File: config.mk
export PLATFORM = sky130hd
export DESIGN_NAME = memory_access
export DESIGN_NICKNAME = d
export VERILOG_FILES = /design/src/rtl/memory_access_pkg.sv /design/src/rtl/memory_access_mem_align.sv /design/src/rtl/memory_access.sv
export SDC_FILE = /design/constraint.sdc
export NUM_CORES = 1
export LEC_CHECK = 0
export BUFFER_PORTS_ARGS = -buffer_cell sky130_fd_sc_hd__clkbuf_2
export CORE_AREA = 2 2 215 217
export DETAILED_ROUTE_END_ITERATION = 7
export DIE_AREA = 0 0 217 219
export GPL_TIMING_DRIVEN = 0
export PLACE_DENSITY = 0.55
export RECOVER_POWER = 25
export SKIP_LAST_GASP = 1
export SLEW_MARGIN = 5
export SYNTH_ARGS = -nofsm -noshare
export SYNTH_HDL_FRONTEND = slang
export SYNTH_SLANG_ARGS = --single-unit
File: constraint.sdc
create_clock -name clk -period 3.79 [get_ports clk]
set_input_delay 0.379 -clock clk [delete_from_list [all_inputs] [get_ports clk]]
set_output_delay 0.379 -clock clk [all_outputs]
set_load 0.005 [all_outputs]
File: src/rtl/memory_access_pkg.sv
// Shared types for the memory stage: dbus transaction structs, pipeline bundles,
// the access-size encoding and the M-stage handshake states.
package memory_access_pkg;
  localparam int XLEN = 64;

  // ---- common: bus and op encoding ----
  typedef enum logic [3:0] {
    OP_ADD, OP_LB, OP_LBU, OP_LH, OP_LHU, OP_LW, OP_LWU, OP_LD,
    OP_SB, OP_SH, OP_SW, OP_SD
  } op_t;

  typedef logic [2:0] msize_t;
  localparam msize_t MSIZE1 = 3'd0;
  localparam msize_t MSIZE2 = 3'd1;
  localparam msize_t MSIZE4 = 3'd2;
  localparam msize_t MSIZE8 = 3'd3;

  typedef struct packed {
    logic            valid;
    logic [XLEN-1:0] addr;
    msize_t          size;
    logic [7:0]      strobe;
    logic [XLEN-1:0] data;
  } dbus_req_t;

  typedef struct packed {
    logic            addr_ok;
    logic            data_ok;
    logic [XLEN-1:0] data;
  } dbus_resp_t;

  // ---- pipes: stage bundles and M-stage FSM ----
  typedef struct packed {
    op_t  op;
    logic memread;
    logic memwrite;
    logic regwrite;
    logic nop_signal;
  } control_t;

  typedef struct packed {
    logic [XLEN-1:0] pc;
    logic [XLEN-1:0] result_alu;
    logic [XLEN-1:0] wd;
    logic [4:0]      wa;
    control_t        ctl;
  } execute_data_t;

  typedef struct packed {
    logic [XLEN-1:0] pc;
    logic [XLEN-1:0] result_alu;
    logic [4:0]      wa;
    control_t        ctl;
    logic            addr_31;
  } memory_data_t;

  typedef logic [1:0] mem_state_t;
  localparam mem_state_t IDLE = 2'd0;
  localparam mem_state_t WAIT = 2'd1;
  localparam mem_state_t DONE = 2'd2;

  function automatic msize_t opSize(input op_t op);
    case (op)
      OP_LB, OP_LBU, OP_SB: opSize = MSIZE1;
      OP_LH, OP_LHU, OP_SH: opSize = MSIZE2;
      OP_LW, OP_LWU, OP_SW: opSize = MSIZE4;
      default:              opSize = MSIZE8;
    endcase
  endfunction
endpackage

File: src/rtl/memory_access_mem_align.sv
// Byte-lane alignment for the memory stage: store strobe/data placement and
// load extraction with sign or zero extension.
module mem_align
  import memory_access_pkg::*;
(
  input  op_t             op,
  input  logic [2:0]      offset,
  input  logic [XLEN-1:0] wd,
  input  logic [XLEN-1:0] rdata,
  output msize_t          size,
  output logic [7:0]      strobe,
  output logic [XLEN-1:0] wdata,
  output logic [XLEN-1:0] loadValue
);
  logic [7:0]        byteMask;
  logic [5:0]        bitOff;
  logic [XLEN-1:0]   sh;
  logic signed [7:0]  shB;
  logic signed [15:0] shH;
  logic signed [31:0] shW;

  assign size   = opSize(op);
  assign bitOff = {offset, 3'b000};

  always_comb begin
    case (size)
      MSIZE1:  byteMask = 8'h01;
      MSIZE2:  byteMask = 8'h03;
      MSIZE4:  byteMask = 8'h0F;
      default: byteMask = 8'hFF;
    endcase
  end

  // Lanes above bit 7 / XLEN-1 fall off: misaligned requests go out as computed.
  assign strobe = byteMask << offset;
  assign wdata  = wd << bitOff;

  assign sh  = rdata >> bitOff;
  assign shB = sh[7:0];
  assign shH = sh[15:0];
  assign shW = sh[31:0];

  always_comb begin
    case (op)
      OP_LB:   loadValue = XLEN'(shB);
      OP_LH:   loadValue = XLEN'(shH);
      OP_LW:   loadValue = XLEN'(shW);
      OP_LBU:  loadValue = XLEN'(sh[7:0]);
      OP_LHU:  loadValue = XLEN'(sh[15:0]);
      OP_LWU:  loadValue = XLEN'(sh[31:0]);
      default: loadValue = sh;
    endcase
  end
endmodule

File: src/rtl/memory_access.sv
// Memory stage: drives the dbus handshake for loads/stores, stalls upstream while
// the access is outstanding, and produces the M-stage bundle.
module memory_access
  import memory_access_pkg::*;
#(
  parameter int MMIO_BIT = 31
) (
  input  logic          clk,
  input  logic          reset,
  input  execute_data_t dataE,
  output dbus_req_t     dbus_req,
  input  dbus_resp_t    dbus_resp,
  output memory_data_t  dataM,
  output logic          stallM
);
  mem_state_t      state, stateNext;
  dbus_req_t       req_q, reqNew;
  logic [XLEN-1:0] rdata_q;
  logic            memOp, capture;
  msize_t          alignSize;
  logic [7:0]      alignStrobe;
  logic [XLEN-1:0] alignWdata, loadValue;
  logic            unusedAddrOk;

  // Address acceptance alone never advances the FSM.
  assign unusedAddrOk = dbus_resp.addr_ok;

  assign memOp = ~dataE.ctl.nop_signal & (dataE.ctl.memread | dataE.ctl.memwrite);

  mem_align u_align (
    .op       (dataE.ctl.op),
    .offset   (dataE.result_alu[2:0]),
    .wd       (dataE.wd),
    .rdata    (rdata_q),
    .size     (alignSize),
    .strobe   (alignStrobe),
    .wdata    (alignWdata),
    .loadValue(loadValue)
  );

  always_comb begin
    reqNew        = '0;
    reqNew.valid  = 1'b1;
    reqNew.addr   = dataE.result_alu;
    reqNew.size   = alignSize;
    reqNew.strobe = dataE.ctl.memwrite ? alignStrobe : 8'h00;
    reqNew.data   = alignWdata;
  end

  always_comb begin
    stateNext = state;
    capture   = 1'b0;
    dbus_req  = '0;
    stallM    = 1'b0;
    case (state)
      IDLE: if (memOp) begin
        dbus_req  = reqNew;
        stallM    = 1'b1;
        capture   = dbus_resp.data_ok;
        stateNext = dbus_resp.data_ok ? DONE : WAIT;
      end
      // Request replays from req_q so it stays stable until data_ok.
      WAIT: begin
        dbus_req = req_q;
        stallM   = 1'b1;
        if (dbus_resp.data_ok) begin
          capture   = 1'b1;
          stateNext = DONE;
        end
      end
      DONE:    stateNext = IDLE;
      default: stateNext = IDLE;
    endcase
    if (reset) begin
      dbus_req.valid = 1'b0;
      stallM         = 1'b0;
    end
  end

  always_ff @(posedge clk) begin
    if (reset) begin
      state   <= IDLE;
      rdata_q <= '0;
      req_q   <= '0;
    end else begin
      state <= stateNext;
      if (state == IDLE && memOp) req_q <= reqNew;
      if (capture) rdata_q <= dbus_resp.data;
    end
  end

  // In DONE the frozen upstream still presents the same instruction.
  always_comb begin
    dataM            = '0;
    dataM.pc         = dataE.pc;
    dataM.wa         = dataE.wa;
    dataM.ctl        = dataE.ctl;
    dataM.result_alu = (state == DONE && memOp && dataE.ctl.memread) ? loadValue
                                                                     : dataE.result_alu;
    dataM.addr_31    = memOp & ~dataE.result_alu[MMIO_BIT];
    if (reset || stallM) dataM.ctl.nop_signal = 1'b1;
  end
endmodule

# == After elaboration in Yosys (flattened, before gate mapping) ==
# Memory sizes are Yosys's and may differ from the RTL's.
# Cells that the tools add are included.
# totals
memories,1
reg_bits,206
word_cells,53
ram_bits,0
out_inout_bits,283
rom_bits,32
latch_bits,0
input_bits,273
# op_classes
bitwise_logic,5
n_div,0
shift,3
n_mux,18
n_eq_ne,12
n_addsub,0
multipliers,0
magnitude_cmp,0
reduce_logical,7
# mem_list
memory,words,word_bits,rd,rd_clocked_by_memory_dff,wr,line_no,source
(name not given),16,2,1,0,0,memory_access_pkg.sv:63,case (op)
# op_table
op,n
$pmux 64 s6,1
$pmux 140 s2,1
$mux 140,1
$mux 64,1
$shl 64x6->64,1
$shr 64x6->64,1
$pmux 8 s3,1
$eq 4x3->1 const B,3
$eq 4x2->1 const B,2
$mux 8,1
$shl 8x3->8,1
$mux 1,6
$mux 2,3
$eq 4x1->1 const B,1
$ne 2x2->1 const B,2
$pmux 1 s2,2
$pmux 2 s2,1
$eq 3x1->1 const B,1
$eq 3x2->1 const B,1
$logic_and 1x1->1,3
$logic_not 3->1,1
$and 1x1->1,2
$eq 2x1->1 const B,1
$eq 2x2->1 const B,1
5 further kinds,6

# == Depth between registers and ports, before layout ==
# Gate-level depths: netlist of run 1.
# An unclocked memory read counts as a cell.
# depth
word_depth,8
depth_mapped,9
depth_no_buf,7

# == Hierarchy ==
# Synthesis of run 1 repeated with hierarchy kept, for this count alone.
# unflattened
cells_unflattened,1950
hier_area_um2,15016.9
# by_module_without_submodules
mod,n_inst,area_each_um2,cells_per_inst,seq_area_each_um2
memory_access,1,10973.0,1397,4124.0
mem_align,1,4043.9,553,0.0

# == Worst setup path before layout of run 1 ==
# OpenSTA, ideal clock, no wires.
# synth_timing
path_type,input port to output port
startpoint,input dataE[4] (netlist bit)
endpoint,output dataM[51] (netlist bit)
n_path_buf,1
arrival_time_ns,1.769
path_stages,7
required_time_ns,3.411
setup_slack_ns,1.642
path_cell_list,inv_1 > ha_1 > nor2_1 > a31oi_1 > nor3_1 > buf_2 > a221o_1
# synth_rtl
item,line_no,source
"start, declared",memory_access.sv:10,"input execute_data_t dataE,"
"end, declared",memory_access.sv:13,"output memory_data_t dataM,"

==> out/results.ini, run 1 <==
[setup_path]
critPathKind = flop to primary output
end_kind = primary output
cp-start-kind = flop
cpMaxStageDelayCell = clkbuf_1
cp.required_ps = 3410
crit_top_cell = clkbuf_1
crit_chain = clkbuf_1, nor3_1, clkbuf_1, clkbuf_1, nand2_1, nand2_1, clkbuf_2
critPathMaxStageDelay_ps = 590
crit_fanout = 10
cp_data_arrival_time_ps = 3270

[floorplan]
dieArea_sq_mm = 0.0475
die_x_um = 217
die_height_um = 219
initial_core_util_pct = 29.8
ios = 556
coreArea_sq_mm = 0.0451
rows = 78

[global_route]
grt_max_degree = 14
busiest_layer = met2
grt_pass1_wl_um = 98700
track_usage_pct = 28.2
grt_use_met1_pct = 37.3
grt_util_met2_pct = 46.2
antenna_found_initial = 3
grt_pass1_vias = 14829
met3_usage_pct = 5.05
grt_overflow = 0

[power]
vdd_drop_max_v = 0.000290
p_leak_nw = 7.66
p_per_area_mw_per_mm2 = 362

[synthesis]
ys.warnings.count = 0
synth_flop_cell = dfxtp_1
synth_area_leaders = dfxtp_1 (31%), nand2_1 (17%), a21oi_1 (12%)
synthDistinctLibCells = 60
synth-edff-count = 0
synth_area_sq_mm = 0.0134
syn_area_per_cell_sq_um = 7.15
synth_top_area_cell = dfxtp_1
synth.top_cells.by_count = nand2_1 (618), a21oi_1 (314), dfxtp_1 (205)
synthArstFlopShare_pct = 0
ys_seq_area_share_pct = 30.5
synth_nets = 2159
synth_top_area_share_pct = 30.5
synth.most_common_cell = nand2_1
synth_cells = 1881
ys_ff_latch = 205

[flow_run]
drv_cap = 0

[route]
drtIter0Drc = 1441
vias_per_cell = 5.29
wl_um = 70600
vias = 15906
dr.pass1.iters = 6
wl_per_cell_um = 23.5
drc = 0
ant_nets = 0

[placement]
routabilityCongestion = 0.974
post-place-ws_ps = 317
portBuffers = 479
placed_cell_area_sq_mm = 0.0166
place_hpwl_um = 57300

[timing]
skew_ps = 18.2
maxSlewHeadroom_pct = 25.0
fmax_mhz = 274
tns_ps = 0
tightest_slew_ps = 1120
finalCriticalPeriod_ps = 3650
fin_ws_ps = 140
timing.final.crit_share_pct = 96.3
hold_viol = 0
setup_viol = 0
maxSlewViolCount = 0
grt_setup_unrepaired = no

[layout]
fin_area_sq_mm = 0.0174
area_growth_pct = 29.1
nets = 2667
drive_above_1_share_pct = 28.4

[clocking]
cts_sinks = 205
cts_tree = done
cts-root-buf = clkbuf_16
htreeDepth = 1
path_clk_slew_ps = 60
insertion_delay_ps = 570
cts_buffer_depth = 3
cts_made_buffers = 25

[status]
status = complete, no violations

[hold_path]
hold_class = input port to flop

==> per-layer routing <==
layer  vias up  wire, um
li1       7414         -
met5         -        28
met2       823     32500
met4         4      2600
met3       133      5560
met1      7532     29900
==> cells by family after synthesis <==
kind of cell | synth area share, %
adder cells (fa/ha/maj) | 0.465
buffers and inverters | 10.8
AND/OR/NAND/NOR | 22.3
other | 0.0279
multiplexers | 12.9
AO/OA/AOI/OAI | 23.0
flip-flops | 30.5
==> repair_timing <==
| item | in CTS | in global routing |
|---|---|---|
| pin swaps | 0 | 1 |
| hold buffers | 0 | 0 |
| setup endpoints to repair | 6 | 19 |
| gates resized for setup | 1 | 3 |
| setup buffers | 0 | 2 |
==> flip-flops by register name, indices dropped and copies added, names as in the netlist <==
name     cells
req_q      139
state        2
rdata_q     64
==> worst paths after layout <==
| path | slack, ps | depth (start not counted) | endpoint | startpoint |
|---|---|---|---|---|
| worst max-delay path | 140 | 7 | dbus_req[118] | state[0] |
| worst min-delay path | 30 | 3 | rdata_q[58] | dbus_resp[58] |
| worst max register to register | 1060 | 7 | rdata_q[55] | state[1] |
| worst min register to register | 450 | 2 | req_q[47] | req_q[47] |
==> power breakdown <==
part           internal (W)  switching [W]  total (W)
clock               0.00140        0.00102    0.00241
sequential          0.00227      0.0000977    0.00237
combinational      0.000574       0.000925    0.00150
total               0.00424        0.00204    0.00628
==> stage by stage <==
| step | hold WS (ps) | power, W | utilization, % | cells |
|---|---|---|---|---|
| 5_1_grt | 23.4 | 0.00652 | 38.5 | 3008 |
| 4_1_cts | 12.1 | 0.00631 | 38.6 | 3005 |
| 3_5_place_dp | 447 | 0.00389 | 36.8 | 2960 |
| 6_report | 25.8 | 0.00628 | 38.5 | 3008 |
| 3_3_place_gp | 442 | 0.00388 | 36.8 | 2960 |
| 2_1_floorplan | 432 | 0.00318 | - | 1881 |
==> cell usage in the layout (no fill, tap or decap), drive strengths merged, types with 2 or more instances in the layout <==
cell type	synthesis	final
o211ai	35	35
clkinv	0	8
o32ai	9	9
nor2	84	84
nor2b	17	17
a211o	10	10
a21o	2	2
a221o	24	24
a211oi	21	21
mux4	22	22
a21oi	314	314
o22ai	10	10
a31oi	16	16
nand4	2	2
buf	145	108
o22a	7	7
a22oi	3	3
nand3	6	6
nand2b	6	6
nand3b	2	2
nand2	618	618
or2	4	4
bufinv	0	2
mux2i	89	89
ha	5	5
inv	18	19
and2	5	5
o2bb2ai	7	7
clkbuf	94	645
dfxtp	205	205
nor3	7	7
mux2	26	26
o21ai	51	51
==> area by class of cell <==
type / instances / area, sq um
multi-input cells: 1419 / 7900
plain buffers: 239 / 1370
flip-flops and latches: 205 / 4100
clock inverters: 12 / 131
fillers: 4932 / 27700
diodes: 1 / 2.50
clock buffers: 33 / 676
well taps: 600 / 751
repair buffers: 481 / 2360
inverters: 18 / 67.6
==> worst max-delay path: cells and delay by family (launching register included) <==
family / cells / cell delay, ps
flops: 1 / 350
buf+inv: 4 / 1560
simple gates: 3 / 790
No activity file was read; power rests on OpenSTA's default activity.
==> inputs of run 2 (changes only) <==
==> constraint.sdc (replaced) <==
create_clock -name clk -period 3.79 [get_ports clk]
set_input_delay 0.5685 -clock clk [delete_from_list [all_inputs] [get_ports clk]]
set_output_delay 0.5685 -clock clk [all_outputs]
set_load 0.005 [all_outputs]
==> run 2 against run 1 <==
  * Sequential share of layout area about the same
  * Critical path depth unchanged
  * Sequential power about the same
  * Core utilization about the same
  * Total power about the same
  * Largest cell class unchanged
  * Critical endpoint is now dbus_req[31]
  * Via count up 0.29%
  * Highest routed layer unchanged
==> out/results.ini, run 2 (synthesis results as in run 1) <==
[timing]
tightest_slew_ps = 1080  ; -30.3 ps
whs_ps = 215  ; +189 ps
setup_viol = 0  ; unchanged
maxSlewHeadroom_pct = 27.1  ; +2.0 points
tns_ps = 0  ; unchanged
hold_viol = 0  ; unchanged
timing.final.crit_share_pct = 96.7  ; +0.44 points
maxSlewViolCount = 0  ; unchanged
fmax_mhz = 273  ; -0.45%
skew_ps = 17.4  ; -0.748 ps
finalCriticalPeriod_ps = 3670  ; +16.6 ps
fin_ws_ps = 123  ; -16.6 ps
grt_setup_unrepaired = no

[flow_run]
drv_cap = 0  ; unchanged

[layout]
drive_above_1_share_pct = 28.6  ; +0.21 points
layout_commonest_cell = nand2_1
final_util_pct = 38.5  ; +0.047 points
largest_reg_flops = 139  ; unchanged
area_growth_pct = 29.2
nets = 2667  ; unchanged
layout_common_cells = nand2_1 (618), clkbuf_2 (442), a21oi_1 (314)
largest_register = req_q
reg.largest.list = req_q x139, rdata_q x64, state x2

[hold_path]
holdPathStages = 3  ; unchanged
hold_class = input port to flop

[global_route]
grt_max_degree = 14  ; unchanged
antenna_found_initial = 3  ; unchanged
grt_pass1_wl_um = 98700  ; about the same
grt_pass1_vias = 14817  ; -0.081%
track_usage_pct = 28.2  ; about the same
grt_overflow = 0  ; unchanged

[setup_path]
end_kind = primary output
critPathKind = flop to primary output
cp.required_ps = 3220  ; -190 ps
crit_fanout = 10  ; unchanged
cp_data_arrival_time_ps = 3100  ; -170 ps
cp-start-kind = flop
reg2regPathDepth = 6  ; -1

[floorplan]
rows = 78  ; unchanged
coreArea_sq_mm = 0.0451  ; unchanged
ios = 556  ; unchanged
die_x_um = 217  ; unchanged
initial_core_util_pct = 29.8  ; unchanged
dieArea_sq_mm = 0.0475  ; unchanged
die_height_um = 219  ; unchanged

[route]
wl_um = 70700  ; +0.17%
wl_per_cell_um = 23.5  ; +0.17%
drc = 0  ; unchanged
ant_nets = 0  ; unchanged
vias_per_cell = 5.30  ; +0.29%
drtIter0Drc = 1393  ; -3.3%
vias = 15952  ; +0.29%
dr.pass1.iters = 5  ; -1

[clocking]
cts_tree = done
htreeDepth = 1  ; unchanged
insertion_delay_ps = 570  ; about the same
cts_hold_buffers = 0  ; unchanged
cts_sinks = 205  ; unchanged
cts_made_buffers = 25  ; unchanged
path_clk_slew_ps = 60  ; about the same
cts_buffer_depth = 3  ; unchanged
cts-root-buf = clkbuf_16

[power]
p_per_area_mw_per_mm2 = 362  ; -0.12%
p_leak_nw = 7.66  ; about the same
total_power_w = 0.00628  ; about the same
vdd_drop_max_v = 0.000291  ; +0.49%

[placement]
post-place-ws_ps = -62.2  ; -379 ps
place_hpwl_um = 57300  ; unchanged
routabilityCongestion = 0.974  ; unchanged
portBuffers = 479  ; unchanged

[status]
status = complete, no violations

run 2: changes by cell type in the layout (fill, tap and decap cells not counted):
| cell | change |
|---|---|
| buf_1 | -1 |
| nor3_1 | -1 |
| nor3_4 | +1 |
| nor2_2 | +2 |
| clkbuf_1 | -1 |
| nor2_1 | -2 |
| buf_4 | +1 |
| buf_2 | -2 |
| clkbuf_2 | +3 |
run 2: power breakdown:
group / internal [W] / switching (W) / leakage [nW]
registers: 0.00227 / 0.0000972 / 1.67
logic: 0.000575 / 0.000927 / 5.59
clock network: 0.00140 / 0.00102 / 0.399
total: 0.00424 / 0.00204 / 7.66
run 2: critical path: stages (launching register included):
cell and delay, ps:
dfxtp_1 360, nor3_1 300, o21ai_1 360, nor2_2 510, buf_2 360, o211ai_1 290, a21oi_1 220, clkbuf_2 130
run 2: repair_timing:
action                                 4_1_cts  5_1_grt
setup endpoints to repair                   53       17
pin swaps                                    1        0
gates resized for setup                      3        4
buffers inserted                             2        0
endpoints found under the hold margin        0        0
run 2: worst paths after layout:
check                     start           end  slack (ps)
hold reg to reg       req_q[47]     req_q[47]         450
setup reg to reg       state[1]    req_q[122]        1020
setup / recovery       state[1]  dbus_req[31]         120
hold / removal    dbus_resp[58]   rdata_q[58]         220
run 2: area by class of cell:
cell class / instances / area [sq um]
fill: 4929 / 27700
timing repair buffer: 481 / 2360
antenna: 1 / 2.50
inverter: 18 / 67.6
buffer: 239 / 1370
tap: 600 / 751
clock buffer: 33 / 676
multi-input combinational: 1419 / 7910
sequential: 205 / 4100
clock inverter: 12 / 131
run 2: stage by stage:
stage	std cells	area, sq um
floorplan	1881	13400
global placement	2960	16600
detailed placement	2960	16600
CTS	3007	17400
global route	3008	17400
finish	3008	17400
run 2: metal layers:
layer	vias to the layer above	track usage (%)	part of all wire, %
met5	-	0	0.018
met3	140	5.18	7.9
li1	7398	-	-
met4	2	9.63	3.9
met2	809	46.3	46
met1	7603	37.3	43
